===== config.mk =====
export PLATFORM = sky130hd
export DESIGN_NAME = tl_buffer_param
export DESIGN_NICKNAME = d
export VERILOG_FILES = /design/src/rtl/tl_buffer_param.sv
export SDC_FILE = /design/constraint.sdc
export NUM_CORES = 1
export LEC_CHECK = 0
export CAP_MARGIN = 10
export CORE_MARGIN = 2
export CORE_UTILIZATION = 52
export CTS_BUF_LIST = sky130_fd_sc_hd__clkbuf_16
export DETAILED_ROUTE_END_ITERATION = 6
export PLACE_DENSITY = 0.91
export SLEW_MARGIN = 15
export SYNTH_ARGS = -nofsm -noshare
export SYNTH_HDL_FRONTEND = slang
export SYNTH_SLANG_ARGS = --single-unit

===== constraint.sdc =====
create_clock -name clock -period 6.9 [get_ports clock]
set_input_delay 1.035 -clock clock [delete_from_list [all_inputs] [get_ports clock]]
set_output_delay 1.035 -clock clock [all_outputs]
set_load 0.01 [all_outputs]

===== src/rtl/tl_buffer_param.sv =====
// TileLink A/D channel buffer: two independent parameterised FIFOs with optional flow-bypass and pipe-ready.
// Define TL_BUFFER_OCCUPANCY_EN to expose registered count and sticky peak occupancy per queue.

module tl_buffer_queue #(
  parameter int W     = 8,
  parameter int DEPTH = 2,
  parameter int FLOW  = 0,
  parameter int PIPE  = 0,
  parameter int CW    = $clog2(DEPTH + 1)
) (
  input  logic         clock,
  input  logic         reset,
  input  logic         in_valid,
  output logic         in_ready,
  input  logic [W-1:0] in_data,
  output logic         out_valid,
  input  logic         out_ready,
  output logic [W-1:0] out_data
`ifdef TL_BUFFER_OCCUPANCY_EN
  ,
  output logic [CW-1:0] occ,
  output logic [CW-1:0] occ_peak
`endif
);

  localparam int PW = (DEPTH > 1) ? $clog2(DEPTH) : 1;
  localparam logic [CW-1:0] FULL = CW'(DEPTH);
  localparam logic [PW-1:0] LAST = PW'(DEPTH - 1);

  logic [W-1:0]  mem [1 << PW];
  logic [PW-1:0] wr_ptr, rd_ptr;
  logic [CW-1:0] count, count_nxt;
  logic          empty, enq, deq, bypass, do_wr, do_rd;

  assign empty     = (count == '0);
  assign in_ready  = (count != FULL) | ((PIPE != 0) & out_ready);
  assign out_valid = !empty | ((FLOW != 0) & in_valid);
  assign out_data  = ((FLOW != 0) && empty) ? in_data : mem[rd_ptr];

  assign enq    = in_valid & in_ready;
  assign deq    = out_valid & out_ready;
  // an empty flow queue hands the beat straight through without touching storage
  assign bypass = (FLOW != 0) & empty & deq;
  assign do_wr  = enq & !bypass;
  assign do_rd  = deq & !bypass;

  always_comb begin
    count_nxt = count;
    if (do_wr && !do_rd)
      count_nxt = count + CW'(1);
    else if (!do_wr && do_rd)
      count_nxt = count - CW'(1);
  end

  always_ff @(posedge clock or posedge reset) begin
    if (reset) begin
      wr_ptr <= '0;
      rd_ptr <= '0;
      count  <= '0;
    end else begin
      count <= count_nxt;
      if (do_wr)
        wr_ptr <= (wr_ptr == LAST) ? '0 : wr_ptr + PW'(1);
      if (do_rd)
        rd_ptr <= (rd_ptr == LAST) ? '0 : rd_ptr + PW'(1);
    end
  end

  // storage is deliberately left unreset
  always_ff @(posedge clock) begin
    if (do_wr)
      mem[wr_ptr] <= in_data;
  end

`ifdef TL_BUFFER_OCCUPANCY_EN
  always_ff @(posedge clock or posedge reset) begin
    if (reset)
      occ_peak <= '0;
    else if (count_nxt > occ_peak)
      occ_peak <= count_nxt;
  end

  assign occ = count;
`endif

endmodule

module tl_buffer_param #(
  parameter int DATA_W   = 32,
  parameter int ADDR_W   = 32,
  parameter int SOURCE_W = 4,
  parameter int SIZE_W   = 4,
  parameter int A_DEPTH  = 2,
  parameter int D_DEPTH  = 2,
  parameter int A_FLOW   = 0,
  parameter int A_PIPE   = 0,
  parameter int D_FLOW   = 0,
  parameter int D_PIPE   = 0
) (
  input  logic                  clock,
  input  logic                  reset,
  input  logic                  a_in_valid,
  output logic                  a_in_ready,
  input  logic [2:0]            a_in_opcode,
  input  logic [2:0]            a_in_param,
  input  logic [SIZE_W-1:0]     a_in_size,
  input  logic [SOURCE_W-1:0]   a_in_source,
  input  logic [ADDR_W-1:0]     a_in_address,
  input  logic [DATA_W/8-1:0]   a_in_mask,
  input  logic [DATA_W-1:0]     a_in_data,
  input  logic                  a_in_corrupt,
  output logic                  a_out_valid,
  input  logic                  a_out_ready,
  output logic [2:0]            a_out_opcode,
  output logic [2:0]            a_out_param,
  output logic [SIZE_W-1:0]     a_out_size,
  output logic [SOURCE_W-1:0]   a_out_source,
  output logic [ADDR_W-1:0]     a_out_address,
  output logic [DATA_W/8-1:0]   a_out_mask,
  output logic [DATA_W-1:0]     a_out_data,
  output logic                  a_out_corrupt,
  input  logic                  d_in_valid,
  output logic                  d_in_ready,
  input  logic [2:0]            d_in_opcode,
  input  logic [1:0]            d_in_param,
  input  logic [SIZE_W-1:0]     d_in_size,
  input  logic [SOURCE_W-1:0]   d_in_source,
  input  logic                  d_in_sink,
  input  logic                  d_in_denied,
  input  logic [DATA_W-1:0]     d_in_data,
  input  logic                  d_in_corrupt,
  output logic                  d_out_valid,
  input  logic                  d_out_ready,
  output logic [2:0]            d_out_opcode,
  output logic [1:0]            d_out_param,
  output logic [SIZE_W-1:0]     d_out_size,
  output logic [SOURCE_W-1:0]   d_out_source,
  output logic                  d_out_sink,
  output logic                  d_out_denied,
  output logic [DATA_W-1:0]     d_out_data,
  output logic                  d_out_corrupt
`ifdef TL_BUFFER_OCCUPANCY_EN
  ,
  output logic [$clog2(A_DEPTH+1)-1:0] a_count,
  output logic [$clog2(A_DEPTH+1)-1:0] a_peak,
  output logic [$clog2(D_DEPTH+1)-1:0] d_count,
  output logic [$clog2(D_DEPTH+1)-1:0] d_peak
`endif
);

  localparam int MASK_W = DATA_W / 8;
  localparam int A_W    = 3 + 3 + SIZE_W + SOURCE_W + ADDR_W + MASK_W + DATA_W + 1;
  localparam int D_W    = 3 + 2 + SIZE_W + SOURCE_W + 1 + 1 + DATA_W + 1;

  logic [A_W-1:0] a_in_pl, a_out_pl;
  logic [D_W-1:0] d_in_pl, d_out_pl;

  // payloads are carried opaquely as one flat word per beat
  assign a_in_pl = {a_in_opcode, a_in_param, a_in_size, a_in_source,
                    a_in_address, a_in_mask, a_in_data, a_in_corrupt};
  assign {a_out_opcode, a_out_param, a_out_size, a_out_source,
          a_out_address, a_out_mask, a_out_data, a_out_corrupt} = a_out_pl;

  assign d_in_pl = {d_in_opcode, d_in_param, d_in_size, d_in_source,
                    d_in_sink, d_in_denied, d_in_data, d_in_corrupt};
  assign {d_out_opcode, d_out_param, d_out_size, d_out_source,
          d_out_sink, d_out_denied, d_out_data, d_out_corrupt} = d_out_pl;

  tl_buffer_queue #(.W(A_W), .DEPTH(A_DEPTH), .FLOW(A_FLOW), .PIPE(A_PIPE)) u_a_queue (
    .clock     (clock),
    .reset     (reset),
    .in_valid  (a_in_valid),
    .in_ready  (a_in_ready),
    .in_data   (a_in_pl),
    .out_valid (a_out_valid),
    .out_ready (a_out_ready),
    .out_data  (a_out_pl)
`ifdef TL_BUFFER_OCCUPANCY_EN
    ,
    .occ       (a_count),
    .occ_peak  (a_peak)
`endif
  );

  tl_buffer_queue #(.W(D_W), .DEPTH(D_DEPTH), .FLOW(D_FLOW), .PIPE(D_PIPE)) u_d_queue (
    .clock     (clock),
    .reset     (reset),
    .in_valid  (d_in_valid),
    .in_ready  (d_in_ready),
    .in_data   (d_in_pl),
    .out_valid (d_out_valid),
    .out_ready (d_out_ready),
    .out_data  (d_out_pl)
`ifdef TL_BUFFER_OCCUPANCY_EN
    ,
    .occ       (d_count),
    .occ_peak  (d_peak)
`endif
  );

endmodule


* After elaboration in Yosys (flattened, before gate mapping)
Memories as Yosys holds them, arrays and structs flattened.
Cells that the tools add are included.
** Word-level totals
- Latch bits :: 0
- Memory bits (read-only) :: 0
- Bits in writable memories :: 262
- Bits of input ports :: 137
- Logic and storage cells :: 48
- Memories :: 2
- Register bits :: 8
** Memories
- u_a_queue.mem :: words 2, width 83, read ports 1, clocked after memory_dff 0, write ports 1, RTL line 30 : logic [W-1:0] mem [1 << PW];
- u_d_queue.mem :: words 2, width 48, read ports 1, clocked after memory_dff 0, write ports 1, RTL line 30
** Operators by class
- Div/mod/pow operators :: 0
- Bitwise logic cells :: 4
- Add/subtract/negate cells :: 8
- Mux-type cells :: 12
- Shift-type cells :: 0
- Reduce and logical (&&, ||, !) cells :: 14
- Eq/ne operators :: 2
- Order comparisons :: 0
- Multipliers :: 0
** Operators by type and width (count)
- $mux 1 :: 8
- $mux 2 :: 4
- $logic_not 1->1 :: 6
- $add 1x1->1 const B :: 4
- $add 2x1->2 const B :: 2
- $and 1x1->1 :: 4
- $logic_and 1x1->1 :: 4
- $logic_not 2->1 :: 2
- $ne 2x2->1 const B :: 2
- $reduce_bool 2->1 :: 2
- $sub 2x1->2 const B :: 2

* Depth between registers and ports, before layout
Gate-level depths: netlist of run 1.
- Depth in word-level cells :: 6
- Gate-level depth with buffers :: 7

* Modules after synthesis
Synthesis of run 1 repeated with hierarchy kept, for this count alone.
** Second synthesis, totals
- Cell total of the unflattened synthesis :: 445
- Area, all modules :: 10138.5 um^2
** By module, submodules not included
- tl_buffer_queue at u_a_queue :: instances 1, area each 6431.2 um^2, cells an instance 277
- tl_buffer_queue at u_d_queue :: instances 1, area each 3707.3 um^2, cells an instance 168

* Least setup slack after synthesis of run 1
Ideal clock, no wire load.
- Path kind :: input-to-reg
- From :: input a_in_valid
- To :: memory u_a_queue.mem[0][0] in the netlist's numbering, enable pin
- Setup slack :: 1.788 ns
- Data arrival time :: 4.587 ns
- Data required time :: 6.375 ns
- Stages on the path :: 2
- Path through :: nand2_1 nor2_1
** On the way
- Longest elaborated chain between the ends :: 3
** Ends and longest elaborated chain
- start, declared :: RTL line 102 : input logic a_in_valid,
- $and 1x1->1 :: RTL line 40 : assign enq = in_valid & in_ready;
- $mux 1 :: RTL line 71 : if (do_wr)
- $mux 1 (not written as such) :: RTL line 72 : mem[wr_ptr] <= in_data;
- end, declared :: RTL line 30
No other way between the ends.

* Worst setup path in the final report of run 1
- From :: register u_a_queue.rd_ptr
- To :: output a_out_address[2]
** On the way
- Longest elaborated chain between the ends :: 1
** Ends and longest elaborated chain
- start, declared :: RTL line 31 : logic [PW-1:0] wr_ptr, rd_ptr;
- start signal, assigned :: RTL line 65 : rd_ptr <= (rd_ptr == LAST) ? '0 : rd_ptr + PW'(1);
- $mem_v2 2x83
- end, declared :: RTL line 118 : output logic [ADDR_W-1:0] a_out_address,
No other way between the ends.

==> results of run 1 <==
## state kept, by name, indices dropped and copies added (netlist names)
| signal | flops |
|---|---|
| u_d_queue.count | 2 |
| u_d_queue.mem | 96 |
| u_d_queue.rd_ptr | 1 |
| u_a_queue.wr_ptr | 1 |
| u_a_queue.count | 2 |
| u_d_queue.wr_ptr | 1 |
| u_a_queue.mem | 166 |
| u_a_queue.rd_ptr | 1 |
## layout by cell type, fill, tap and decap left out, drive strengths merged
cell type | netlist | layout
clkdlybuf4s50 | 0 | 271
edfxtp | 262 | 262
mux2 | 131 | 131
clkbuf | 0 | 27
clkinv | 0 | 13
inv | 3 | 8
dfrtp | 8 | 8
xnor2 | 6 | 6
buf | 14 | 5
xor2 | 4 | 4
nand2 | 4 | 4
nor2 | 4 | 4
bufinv | 0 | 3
or2 | 2 | 2
nand2b | 2 | 2
ha | 2 | 2
and3 | 2 | 2
clkinvlp | 0 | 1
## worst max-delay path: stages, from the launching register on
cell             delay, ns
dfrtp_4               0.85
buf_4                 0.72
mux2_2                0.42
clkdlybuf4s50_1       0.49
## metal layers
metal / wire (microns) / track usage
met2: 10300 / 0.334
met5: 13 / 0
met3: 2290 / 0.0786
met1: 7950 / 0.226
met4: 445 / 0.0490
## power groups by stage
| stage | Sequential, uW | Clock (uW) | Combinational, uW |
|---|---|---|---|
| 2_1_floorplan | 2380 | 0 | 1170 |
| 3_3_place_gp | 2480 | 0 | 1940 |
| 3_5_place_dp | 2510 | 0 | 1980 |
| 4_1_cts | 2490 | 1430 | 2000 |
| 5_1_grt | 2510 | 1490 | 2100 |
| 6_report | 2470 | 1400 | 1990 |
## area by class of cell
class                   count  area [sq um]
clock buffers              27           676
clock inverters            22           175
fillers                  1138          5290
inverters                   3          11.3
multi-input cells         157          1940
flip-flops and latches    270          8080
well taps                 265           332
repair buffers            276          2780
## final timing paths
check / depth (start not counted) / slack, ns / start / end
max in group asynchronous: 2 / 5.83 / reset / u_a_queue.rd_ptr
max: 3 / 2.81 / u_a_queue.rd_ptr / a_out_address[2]
min reg2reg: 1 / 0.50 / u_a_queue.count[1] / u_a_queue.count[1]
min in group asynchronous: 2 / 0.81 / reset / u_d_queue.count[1]
max reg2reg: 5 / 4.61 / u_a_queue.count[0] / u_a_queue.mem[0][14]
min: 1 / 0.50 / u_a_queue.count[1] / u_a_queue.count[1]
## logic make-up (layout without fill, tap and decap cells)
group,Yosys count,after routing,share of synthesized area
XOR/XNOR,10,10,0.00865
adder cells (fa/ha/maj),2,2,0.00247
buffers and inverters,17,328,0.0136
flip-flops,270,270,0.797
multiplexers,131,131,0.172
AND/OR/NAND/NOR,14,14,0.00667
## through the flow
stage                     hold slack, ns   util  area [sq um]
after floorplan                    0.456      -         10100
after global placement             0.470  0.679         13100
after detailed placement           0.499  0.679         13100
after CTS                          0.499  0.723         13900
after global routing               0.509  0.726         14000
final                              0.496  0.726         14000
==> results.py, run 1 <==
metrics = {
    "clock_network": {
        "root_buffer": "clkbuf_16",
        "h-tree-depth": 1,
        "insertion_delay_ns": 0.51,
        "cts_setup_buffers": 0,
        "hold_buffers": 0,
        "clock_path_buffers": 3,
        "path_clk_slew_ns": 0.06,
        "tritoncts": "yes",
        "clkSinkCount": 270,
        "ctsResizeCount": 0,
        "numCtsBuffers": 27,
    },
    "grt": {
        "grt_start_max_net_pins": 84,
        "grt_usage": 0.193,
        "antenna_found_initial": 1,
        "grt_pass1_wl_mm": 30.1,
        "grt_remaining_overflow": 0,
        "first_global_vias": 5469,
    },
    "routing": {
        "vias": 5120,
        "drtAntennaViolNets": 0,
        "first_iter_violations": 203,
        "drc": 0,
        "first_pass_iters": 4,
        "viasPerCell": 5.02,
        "wl_per_cell_microns": 20.6,
        "wl_mm": 21.0,
    },
    "placed_design": {
        "dpl_worst_slack_ns": 3.21,
        "dpl.cell_count": 969,
        "dpl.hpwl_mm": 13.9,
        "port_buffers": 271,
        "place_congestion": 0.763,
    },
    "logic_synthesis": {
        "synth-seq-area-share": 0.797,
        "yosys.cell_count.top_type": "edfxtp_1",
        "synth_area_leaders": "edfxtp_1, mux2_4, mux2_2, dfrtp_1, buf_6",
        "syn_area_sq_um": 10100,
        "ys.flop_type": "edfxtp_1",
        "yosys-top-cells-count": "edfxtp_1, mux2_4, mux2_2",
        "synth_top_cell_by_area": "edfxtp_1",
        "syn_nets": 583,
        "synth_top_area_share": 0.777,
        "synthesis.instances": 444,
        "synth_warnings": 0,
        "ys_types": 15,
        "synth-seq-cells": 270,
        "synth_enable_flop_cells": 262,
        "avgSynthCellArea_sq_um": 22.8,
        "async_flop_share": 0.0296,
    },
    "power_and_ir_drop": {
        "p_comb_frac": 0.339,
        "p_sw_frac": 0.273,
        "switchingPower_uw": 1600,
        "p_int_uw": 4260,
        "power_leakage_uw": 0.00497,
        "sequentialPowerShare": 0.422,
        "power_per_cell_area_nw_per_um2": 419,
        "p_total_uw": 5860,
        "clockPowerShare": 0.238,
        "peakVddDrop_mv": 0.352,
    },
    "floorplanning": {
        "ios": 272,
        "die_x_microns": 144,
        "die_h_microns": 144,
        "initial_core_util": 0.525,
        "die-area_sq_um": 20600,
        "rows": 51,
        "core-area_sq_um": 19300,
    },
    "sta": {
        "finalMaxSlewViolations": 0,
        "finalSetupViolCount": 0,
        "setup_ws_ns": 2.81,
        "rsz0062_at_grt": "no",
        "fmax_ghz": 0.244,
        "fin_skew_ns": 0.00731,
        "period_needed_ns": 4.09,
        "setup_tns_ns": 0,
        "hold_viol": 0,
        "fin_crit_sh": 0.593,
        "tightest_slew_ns": 1.10,
        "slew_headroom": 0.268,
    },
    "final_layout": {
        "final_layout_size_suffix_gt1_frac": 0.238,
        "final_nets": 874,
        "final_cells": 1020,
        "antenna_cells": 0,
        "area_delta_synth_final_pct": 38.1,
    },
    "run": {
        "max_cap_viol_count": 0,
    },
    "critical_path": {
        "cp.arrival_ns": 3.06,
        "critPathLaunchType": "flip-flop",
        "criticalPathCategory": "flip-flop to output pin",
        "critPathMaxFanout": 49,
        "cp.required_ns": 5.86,
        "critPathCaptureType": "output pin",
    },
    "run_status": {
        "status": "finished clean",
    },
    "hold_path": {
        "hold_class": "flip-flop to flip-flop",
    },
}
(Power assumes the default switching activity.)
==> inputs of run 2 (changes only) <==
--- a/config.mk
+++ b/config.mk
@@ -7,10 +7,10 @@
 export LEC_CHECK = 0
 export CAP_MARGIN = 10
 export CORE_MARGIN = 2
-export CORE_UTILIZATION = 52
+export CORE_UTILIZATION = 48
 export CTS_BUF_LIST = sky130_fd_sc_hd__clkbuf_16
 export DETAILED_ROUTE_END_ITERATION = 6
-export PLACE_DENSITY = 0.91
+export PLACE_DENSITY = 0.85
 export SLEW_MARGIN = 15
 export SYNTH_ARGS = -nofsm -noshare
 export SYNTH_HDL_FRONTEND = slang
==> constraint.sdc (replaced) <==
create_clock -name clock -period 4.2 [get_ports clock]
set_input_delay 0.63 -clock clock [delete_from_list [all_inputs] [get_ports clock]]
set_output_delay 0.63 -clock clock [all_outputs]
set_load 0.01 [all_outputs]
==> run 2 against run 1 <==
Compared with the run above:
- register-to-register slack got worse by 2.7 ns
- global-route usage is 1.5 points lower
- design area up 0.81%
- critical path depth is the same
- critical path type unchanged
- largest cell class unchanged
==> results.py, run 2 (same netlist as run 1, synthesis figures left out) <==
metrics = {
    "routing": {
        "viasPerCell": 4.95,
        "wl_mm": 21.0,
        "wl_per_cell_microns": 20.3,
        "first_iter_violations": 215,
        "drtAntennaViolNets": 0,
        "drc": 0,
        "vias": 5128,
        "first_pass_iters": 4,
    },
    "clock_network": {
        "tritoncts": "yes",
        "ctsResizeCount": 0,
        "clock_path_buffers": 3,
        "numCtsBuffers": 28,
        "path_clk_slew_ns": 0.06,
        "clkSinkCount": 270,
        "hold_buffers": 0,
        "insertion_delay_ns": 0.52,
        "h-tree-depth": 1,
        "root_buffer": "clkbuf_16",
        "cts_setup_buffers": 0,
    },
    "placed_design": {
        "dpl.hpwl_mm": 13.9,
        "port_buffers": 271,
        "place_congestion": 0.757,
        "dpl_worst_slack_ns": 1.47,
    },
    "sta": {
        "hold_viol": 0,
        "fin_skew_ns": 0.0101,
        "period_needed_ns": 3.27,
        "fin_crit_sh": 0.778,
        "setup_tns_ns": 0,
        "finalMaxSlewViolations": 0,
        "rsz0062_at_grt": "no",
        "tightest_slew_ns": 1.14,
        "slew_headroom": 0.241,
        "fmax_ghz": 0.306,
        "finalSetupViolCount": 0,
        "setup_ws_ns": 0.933,
    },
    "floorplanning": {
        "ios": 272,
        "core-area_sq_um": 20900,
        "die_x_microns": 149,
        "die_h_microns": 149,
        "initial_core_util": 0.485,
        "rows": 53,
        "die-area_sq_um": 22300,
    },
    "critical_path": {
        "cp.arrival_ns": 2.64,
        "cp.required_ns": 3.57,
        "critPathCaptureType": "output pin",
        "critPathLaunchType": "flip-flop",
        "critPathMaxFanout": 37,
        "r2r_cells": 4,
        "criticalPathCategory": "flip-flop to output pin",
    },
    "power_and_ir_drop": {
        "power_per_cell_area_nw_per_um2": 697,
        "peakVddDrop_mv": 0.634,
        "power_leakage_uw": 0.00502,
    },
    "final_layout": {
        "final_common_cell": "clkdlybuf4s50_1",
        "top_register": "u_a_queue.mem",
        "largest_reg_flops": 166,
        "final_nets": 877,
        "final_layout_size_suffix_gt1_frac": 0.241,
        "area_delta_synth_final_pct": 39.3,
        "antenna_cells": 0,
        "final_cell_mix": "clkdlybuf4s50_1, edfxtp_1, mux2_4",
        "reg_top3": "u_a_queue.mem x166, u_d_queue.mem x96",
    },
    "grt": {
        "grt_remaining_overflow": 0,
        "grt_start_max_net_pins": 78,
        "grt_pass1_wl_mm": 30.3,
        "grt_usage": 0.179,
        "antenna_found_initial": 0,
        "first_global_vias": 5540,
    },
    "hold_path": {
        "hold_class": "input port to async pin",
    },
    "run_status": {
        "status": "finished clean",
    },
    "run": {
        "max_cap_viol_count": 0,
    },
}
-- run 2: cell count changes in the layout (fill, tap and decap cells not counted), sizes merged --
cell	before	now
inv	8	10
buf	5	7
bufinv	3	4
clkinv	13	10
clkinvlp	1	2
clkbuf	27	29
-- run 2: where the power goes --
group | switching (uW) | internal, uW
registers | 322 | 3700
clock network | 966 | 1480
logic | 1380 | 1980
total | 2670 | 7160
-- run 2: layout make-up --
cell class	instances	area (sq um)
Tap cell	275	344
Multi-Input combinational cell	157	1940
Timing Repair Buffer	278	2800
Clock buffer	29	726
Fill cell	1338	6790
Sequential cell	270	8070
Inverter	3	11.3
Clock inverter	23	201
-- run 2: path summary, 6_finish.rpt --
kind                                          from              endpoint  slack (ns)
worst max-delay path              u_d_queue.rd_ptr       d_out_opcode[2]        0.93
worst min-delay path                         reset    u_a_queue.count[0]        0.37
worst max register to register  u_d_queue.count[0]  u_d_queue.mem[0][35]        1.94
worst min register to register  u_d_queue.count[1]    u_d_queue.count[1]        0.51
max in group asynchronous                    reset      u_a_queue.rd_ptr        3.56
min in group clock              u_d_queue.count[1]    u_d_queue.count[1]        0.51
-- run 2: metal layers --
metal  vias to the layer above  share of wire  global-route usage
met1                      2516           0.38               0.211
met3                        26           0.10              0.0599
met2                       249           0.50               0.316
met4                         0          0.014              0.0443
li1                       2337              -                   -
met5                         -              0                   0
-- run 2: critical path: stages, from the launching register on --
cell and delay [ns]:
dfrtp_2 0.94, buf_4 0.32, mux2_2 0.36, clkdlybuf4s50_1 0.49
-- run 2: per-stage QoR --
stage	instance area (sq um)	total power, uW	utilization	hold slack [ns]	std cells
floorplan	10100	5820	-	0.446	444
global placement	13200	7310	0.630	0.474	983
detailed placement	13200	7440	0.630	0.495	983
CTS	14100	9930	0.675	0.360	1035
global route	14100	10200	0.675	0.398	1035
finish	14100	9830	0.675	0.371	1035
